==> src/rtl/dmem_arbiter.sv <==
// Arbitrates the single-port data memory between the core load/store path and a DMA/debug port.
// Define DMEM_ARB_STATS_EN to add saturating grant/stall statistics counters.
module dmem_arbiter #(
    parameter int unsigned DMEM_ADDR_WIDTH = 12,
    parameter int unsigned DMEM_WORD_WIDTH = 16,
    parameter int unsigned WAIT_CNT_WIDTH  = 4,
    parameter int unsigned MAX_DMA_WAIT    = 4
) (
    input  logic                       clock,
    input  logic                       reset,
    input  logic                       in_core_load,
    input  logic                       in_core_store,
    input  logic [DMEM_ADDR_WIDTH-1:0] in_core_rd_addr,
    input  logic [DMEM_ADDR_WIDTH-1:0] in_core_wr_addr,
    input  logic [DMEM_WORD_WIDTH-1:0] in_core_wr_word,
    output logic                       out_core_stall,
    output logic                       out_core_rvalid,
    output logic [DMEM_WORD_WIDTH-1:0] out_core_rdata,
    input  logic                       in_dma_req,
    input  logic                       in_dma_we,
    input  logic [DMEM_ADDR_WIDTH-1:0] in_dma_addr,
    input  logic [DMEM_WORD_WIDTH-1:0] in_dma_wdata,
    output logic                       out_dma_ack,
    output logic                       out_dma_rvalid,
    output logic [DMEM_WORD_WIDTH-1:0] out_dma_rdata,
    output logic                       out_mem_en,
    output logic                       out_mem_we,
    output logic [DMEM_ADDR_WIDTH-1:0] out_mem_addr,
    output logic [DMEM_WORD_WIDTH-1:0] out_mem_wdata,
    input  logic [DMEM_WORD_WIDTH-1:0] in_mem_rdata
`ifdef DMEM_ARB_STATS_EN
    ,
    output logic [15:0]                out_stat_core_grants,
    output logic [15:0]                out_stat_dma_grants,
    output logic [15:0]                out_stat_stalls
`endif
);

    localparam int unsigned STAT_WIDTH = 16;

    typedef enum logic {
        S_NORMAL    = 1'b0,
        S_DMA_FORCE = 1'b1
    } state_t;

    typedef enum logic [1:0] {
        OWN_NONE = 2'd0,
        OWN_CORE = 2'd1,
        OWN_DMA  = 2'd2
    } owner_t;

    state_t                    state;
    state_t                    state_next;
    logic [WAIT_CNT_WIDTH-1:0] wait_cnt;
    logic [WAIT_CNT_WIDTH-1:0] wait_cnt_next;
    logic [WAIT_CNT_WIDTH-1:0] wait_cnt_inc;
    owner_t                    rd_owner_ff;
    owner_t                    rd_owner_next;

    logic core_req;
    logic core_grant;
    logic dma_grant;
    logic stall;

    // Grant decode: core has priority except during the single forced DMA slot.
    always_comb begin
        core_req   = in_core_load | in_core_store;
        core_grant = core_req && (state == S_NORMAL);
        dma_grant  = in_dma_req && ((state == S_DMA_FORCE) || !core_req);
        stall      = core_req && (state == S_DMA_FORCE);
    end

    // Starvation counter and next-state logic.
    always_comb begin
        wait_cnt_inc  = wait_cnt + WAIT_CNT_WIDTH'(1);
        wait_cnt_next = '0;
        state_next    = S_NORMAL;
        rd_owner_next = OWN_NONE;
        if (in_dma_req && !dma_grant) begin
            wait_cnt_next = wait_cnt_inc;
            if (wait_cnt_inc == WAIT_CNT_WIDTH'(MAX_DMA_WAIT)) begin
                state_next = S_DMA_FORCE;
            end
        end
        if (core_grant && !in_core_store) begin
            rd_owner_next = OWN_CORE;
        end else if (dma_grant && !in_dma_we) begin
            rd_owner_next = OWN_DMA;
        end
    end

    always_ff @(posedge clock) begin
        if (reset) begin
            state       <= S_NORMAL;
            wait_cnt    <= '0;
            rd_owner_ff <= OWN_NONE;
        end else begin
            state       <= state_next;
            wait_cnt    <= wait_cnt_next;
            rd_owner_ff <= rd_owner_next;
        end
    end

    // Memory port and response outputs; everything is held at zero while reset is asserted.
    always_comb begin
        out_core_stall  = 1'b0;
        out_core_rvalid = 1'b0;
        out_core_rdata  = '0;
        out_dma_ack     = 1'b0;
        out_dma_rvalid  = 1'b0;
        out_dma_rdata   = '0;
        out_mem_en      = 1'b0;
        out_mem_we      = 1'b0;
        out_mem_addr    = '0;
        out_mem_wdata   = '0;
        if (!reset) begin
            out_core_stall = stall;
            out_dma_ack    = dma_grant;
            if (core_grant) begin
                out_mem_en    = 1'b1;
                out_mem_we    = in_core_store;
                out_mem_addr  = in_core_store ? in_core_wr_addr : in_core_rd_addr;
                out_mem_wdata = in_core_wr_word;
            end else if (dma_grant) begin
                out_mem_en    = 1'b1;
                out_mem_we    = in_dma_we;
                out_mem_addr  = in_dma_addr;
                out_mem_wdata = in_dma_wdata;
            end
            if (rd_owner_ff == OWN_CORE) begin
                out_core_rvalid = 1'b1;
                out_core_rdata  = in_mem_rdata;
            end
            if (rd_owner_ff == OWN_DMA) begin
                out_dma_rvalid = 1'b1;
                out_dma_rdata  = in_mem_rdata;
            end
        end
    end

`ifdef DMEM_ARB_STATS_EN
    logic [STAT_WIDTH-1:0] stat_core_grants;
    logic [STAT_WIDTH-1:0] stat_dma_grants;
    logic [STAT_WIDTH-1:0] stat_stalls;

    // Saturating event counters.
    always_ff @(posedge clock) begin
        if (reset) begin
            stat_core_grants <= '0;
            stat_dma_grants  <= '0;
            stat_stalls      <= '0;
        end else begin
            if (core_grant && (stat_core_grants != '1)) begin
                stat_core_grants <= stat_core_grants + STAT_WIDTH'(1);
            end
            if (dma_grant && (stat_dma_grants != '1)) begin
                stat_dma_grants <= stat_dma_grants + STAT_WIDTH'(1);
            end
            if (stall && (stat_stalls != '1)) begin
                stat_stalls <= stat_stalls + STAT_WIDTH'(1);
            end
        end
    end

    assign out_stat_core_grants = stat_core_grants;
    assign out_stat_dma_grants  = stat_dma_grants;
    assign out_stat_stalls      = stat_stalls;
`endif

endmodule

==> config.mk <==
export PLATFORM = sky130hd
export DESIGN_NAME = dmem_arbiter
export DESIGN_NICKNAME = d
export VERILOG_FILES = /design/src/rtl/dmem_arbiter.sv
export SDC_FILE = /design/constraint.sdc
export NUM_CORES = 1
export LEC_CHECK = 0
export BUFFER_PORTS_ARGS = -buffer_cell sky130_fd_sc_hd__buf_4
export CAP_MARGIN = 15
export CORE_AREA = 2 2 61 63
export DETAILED_ROUTE_END_ITERATION = 16
export DIE_AREA = 0 0 63 65
export GPL_TIMING_DRIVEN = 0
export PLACE_DENSITY = 0.79
export SLEW_MARGIN = 20
export SYNTH_ARGS = -nofsm -noshare
export SYNTH_HDL_FRONTEND = slang
export SYNTH_SLANG_ARGS = --single-unit
==> constraint.sdc <==
create_clock -name clock -period 4.74 [get_ports clock]
set_clock_uncertainty 0.1 [all_clocks]
set_input_delay 0.711 -clock clock [delete_from_list [all_inputs] [get_ports clock]]
set_output_delay 0.711 -clock clock [all_outputs]
set_load 0.1 [all_outputs]
# Word level (Yosys, flattened, before mapping)
# Index checks and enable logic that the tools add are counted.
[totals] wordCells=50 out_inout_bits=66 in_bits=90 register_bits=7
[op_classes] mux=26 reduce_logical=13 addsub=1 eq_ne=3 bitwise_logic=3
[op_table] cell="2-to-1 mux 16 bit" n=7
[op_table] cell="2-to-1 mux 12 bit" n=4
[op_table] cell="2-to-1 mux 1 bit" n=14
[op_table] cell="logical AND 1 bit" n=6
[op_table] cell="adder 4 x 1 -> 4 bit, second input constant" n=1
[op_table] cell="== test 4 x 3 -> 1 bit, second input constant" n=1
[op_table] cell="logical NOT 1 bit" n=4
[op_table] cell="OR reduction 2 bit" n=2
[op_table] cell="== test 2 x 1 -> 1 bit, second input constant" n=1
[op_table] cell="== test 2 bit, second input constant" n=1
[op_table] cell="2-to-1 mux 2 bit" n=1
[op_table] cell="NOT 1 bit" n=2
[op_table] cell="logical OR 1 bit" n=1
[op_table] cell="bitwise OR 1 bit" n=1

# Logic depth before layout (Yosys ltp)
[logic_depth] depth_word=8 mapped_depth=6

# Least setup slack after synthesis
# No wires, ideal clock.
[synth_timing] path_kind="input-to-output" startpoint="input in_core_store" endpoint="output out_core_stall" required_time_ps=3929 slack_ps=774 cell_stages=3 arrival_ps=3155 path_cell_list="buf_2 > nor2_1 > nor3b_1"
[synth_between] elab_chain_cells=3
[synth_rtl] element="start, declared" line_no="12" text="input logic in_core_store,"
[synth_rtl] element="bitwise OR 1 bit" line_no="67" text="core_req = in_core_load | in_core_store;"
[synth_rtl] element="logical AND 1 bit" line_no="70" text="stall = core_req && (state == S_DMA_FORCE);"
[synth_rtl] element="2-to-1 mux 1 bit" line_no="116" text="if (!reset) begin"
[synth_rtl] element="end, declared" line_no="16" text="output logic out_core_stall,"
# No other way between the ends.

# Final worst setup path
[layout_timing] startpoint="input reset" endpoint="output out_dma_rdata[6]"
[layout_between] elab_chain_cells=1
[layout_rtl] element="start, declared" line_no="10" text="input logic reset,"
[layout_rtl] element="2-to-1 mux 16 bit" line_no="116"
[layout_rtl] element="end, declared" line_no="25" text="output logic [DMEM_WORD_WIDTH-1:0] out_dma_rdata,"
# No other way between the ends.

==> flow_metrics.py <==
metrics = {
    "outcome": {
        "outcome": "finished clean",
    },
    "grt": {
        "first_global_vias": 1411,
        "grt_remaining_overflow": 0,
        "grt_pass1_wl_mm": 6.07,
        "grt_usage": 0.184,
        "antenna_found_initial": 0,
        "grt_max_degree": 11,
    },
    "power": {
        "internal_power_uw": 184,
        "comb_power_share": 0.711,
        "p_leak_uw": 0.00123,
        "power.share.switching": 0.536,
        "p_switching_uw": 213,
        "clock_power_share": 0.136,
        "seqPwrFrac": 0.153,
        "peakVddDrop_v": 0.0000988,
        "p_per_area_nw_per_um2": 184,
    },
    "placement": {
        "place_area_um2": 2130,
        "io_buffers": 153,
        "post-dp-hpwl_mm": 3.46,
        "gp_congestion": 0.702,
    },
    "finish": {
        "design_area_um2": 2150,
        "regArea_um2": 140,
        "area_growth_pct": 134,
        "antenna_cells": 0,
        "nets": 362,
        "fill_cells": 341,
        "postLayoutCoreUtil": 0.616,
        "final_layout_size_suffix_gt1_frac": 0.630,
        "multi_input_area_um2": 731,
    },
    "clock_tree": {
        "clockBufferDepth": 2,
        "cts_resized": 0,
        "htreeDepth": 1,
        "cts_tree": "done",
        "clock_latency_ns": 0.25,
        "clkTransAtPathRegs_ns": 0.05,
        "numCtsBuffers": 3,
        "cts_sinks": 7,
        "post_cts_buffers": 0,
        "ctsHoldBuffers": 0,
        "clock-root-buffer": "clkbuf_4",
    },
    "sta": {
        "hold_viol": 0,
        "finalSetupTns_ns": 0,
        "finalCriticalPeriod_ns": 3.11,
        "slew_headroom": 0.463,
        "fmax_mhz": 322,
        "min_period_over_period": 0.656,
        "worst_pin_slew_ns": 0.803,
        "rsz0062_at_grt": "no",
        "setup_viol": 0,
        "drv_slew": 0,
    },
    "drt": {
        "drt_wl_total_mm": 4.03,
        "avgRoutedWirePerCell_um": 12.7,
        "via_count": 1478,
        "ant_nets": 0,
        "drtIter0Drc": 22,
        "remaining_drc_errors": 0,
        "avgViaCountPerCell": 4.65,
        "dr.pass1.iters": 4,
    },
    "synthesis": {
        "synth.cell_area_um2": 920,
        "synth_cell_type_count": 23,
        "synth_cells": 113,
        "yosys_register_bits": 7,
        "synth_top_area_share": 0.229,
        "yosysTopAreaCell": "a22o_1",
        "yosysWarningCount": 0,
        "synth_seq_area_share": 0.152,
        "synthTopCellsByArea": "a22o_1 (23%), and2_1 (22%), dfxtp_1 (15%), a21o_1 (7.3%), o2bb2ai_1 (3.8%)",
        "avgSynthCellArea_um2": 8.14,
        "synth_nets": 204,
    },
    "floorplan": {
        "rows": 22,
        "start_util": 0.263,
        "dieArea_um2": 4100,
        "die_w_um": 63,
        "ios": 156,
        "core_um2": 3500,
        "die_y_um": 65,
    },
    "worst_setup_path": {
        "arrival_ns": 2.30,
        "critPathMaxFanout": 10,
        "crit_path_end_kind": "output port",
        "critPathRequiredTime_ns": 3.93,
        "critical_path_class": "in2out",
        "startpoint_type": "input pin",
    },
    "hold_path": {
        "hold_path_class": "reg2reg",
    },
    "run": {
        "max_cap_violations": 0,
    },
}
[layout make-up]
type,count,share of cell area
plain buffers,9,0.0226
well taps,48,0.0279
flip-flops and latches,7,0.0650
multi-input cells,97,0.339
repair buffers,153,0.533
clock buffers,4,0.0122
[Yosys cell counts]
cell and n:
a22o_1 24, or3b_4 1, and2_1 32, nor2_1 6, and3_1 1, or2_0 1, buf_6 1, nor3b_1 3
ha_1 1, xor2_1 1, buf_2 6, nor2_2 1, dfxtp_1 7, nor4b_2 2, a21o_1 9, xnor2_1 1
o2bb2ai_1 4, a22oi_1 4, nor3b_2 2, nor2b_1 2, nand3_1 1, o21ba_2 1, clkbuf_1 2
[cells in the final DEF, fill, tap and decap left out, types with 2 or more instances in the layout]
master	count
a21o_1	9
a22o_1	24
a22oi_1	4
and2_1	32
buf_2	6
buf_4	153
clkbuf_1	3
clkbuf_4	3
dfxtp_1	7
nor2_1	6
nor2b_1	2
nor3b_1	3
nor3b_2	2
nor4b_2	2
o2bb2ai_1	4
[flip-flops by register name, summed over array words and instances (netlist names)]
signal	count
wait_cnt	4
rd_owner_ff	2
state	1
[path summary, 6_finish.rpt]
check	start	end	slack, ns	cells after the start
hold reg to reg	wait_cnt[0]$_SDFF_PP0_	wait_cnt[0]$_SDFF_PP0_	0.34	1
hold / removal	wait_cnt[0]$_SDFF_PP0_	wait_cnt[0]$_SDFF_PP0_	0.34	1
setup reg to reg	state$_SDFF_PP0_	state$_SDFF_PP0_	3.16	4
setup / recovery	reset	out_dma_rdata[6]	1.63	5
[critical path, stage by stage]
cell	delay, ns
buf_6	0.11
nor3b_1	0.63
clkbuf_1	0.35
and2_1	0.20
buf_4	0.29
[per-stage QoR]
stage | worst slack [ns] | power, uW | hold WS [ns] | instances
2_1_floorplan | 0.774 | 251 | 0.318 | 113
3_3_place_gp | 1.60 | 344 | 0.333 | 314
3_5_place_dp | 1.62 | 345 | 0.339 | 314
4_1_cts | 1.61 | 400 | 0.346 | 318
5_1_grt | 1.40 | 413 | 0.384 | 318
6_report | 1.63 | 397 | 0.344 | 318
[power groups by stage]
| stage | combinational, uW | sequential (uW) | clock [uW] |
|---|---|---|---|
| 3_5_place_dp | 283 | 62.0 | 0 |
| 2_1_floorplan | 189 | 61.9 | 0 |
| 4_1_cts | 283 | 60.8 | 55.9 |
| 6_report | 282 | 60.8 | 53.9 |
| 5_1_grt | 293 | 61.0 | 59.2 |
| 3_3_place_gp | 282 | 62.0 | 0 |
[logic make-up (layout without fill, tap and decap cells)]
kind of cell    after synthesis  count (layout)  synth area share
buf+inv                       9             166            0.0531
flops                         7               7             0.152
compound gates               42              42             0.384
xor+xnor                      2               2            0.0191
fa+ha+maj                     1               1            0.0136
simple gates                 52              52             0.378
[per-layer routing]
| layer | GRT usage | part of all wire |
|---|---|---|
| met4 | 0.0667 | 0.012 |
| met5 | 0 | 0 |
| met1 | 0.180 | 0.34 |
| met3 | 0.0747 | 0.12 |
| met2 | 0.347 | 0.53 |
No activity file was read; power rests on OpenSTA's default activity.
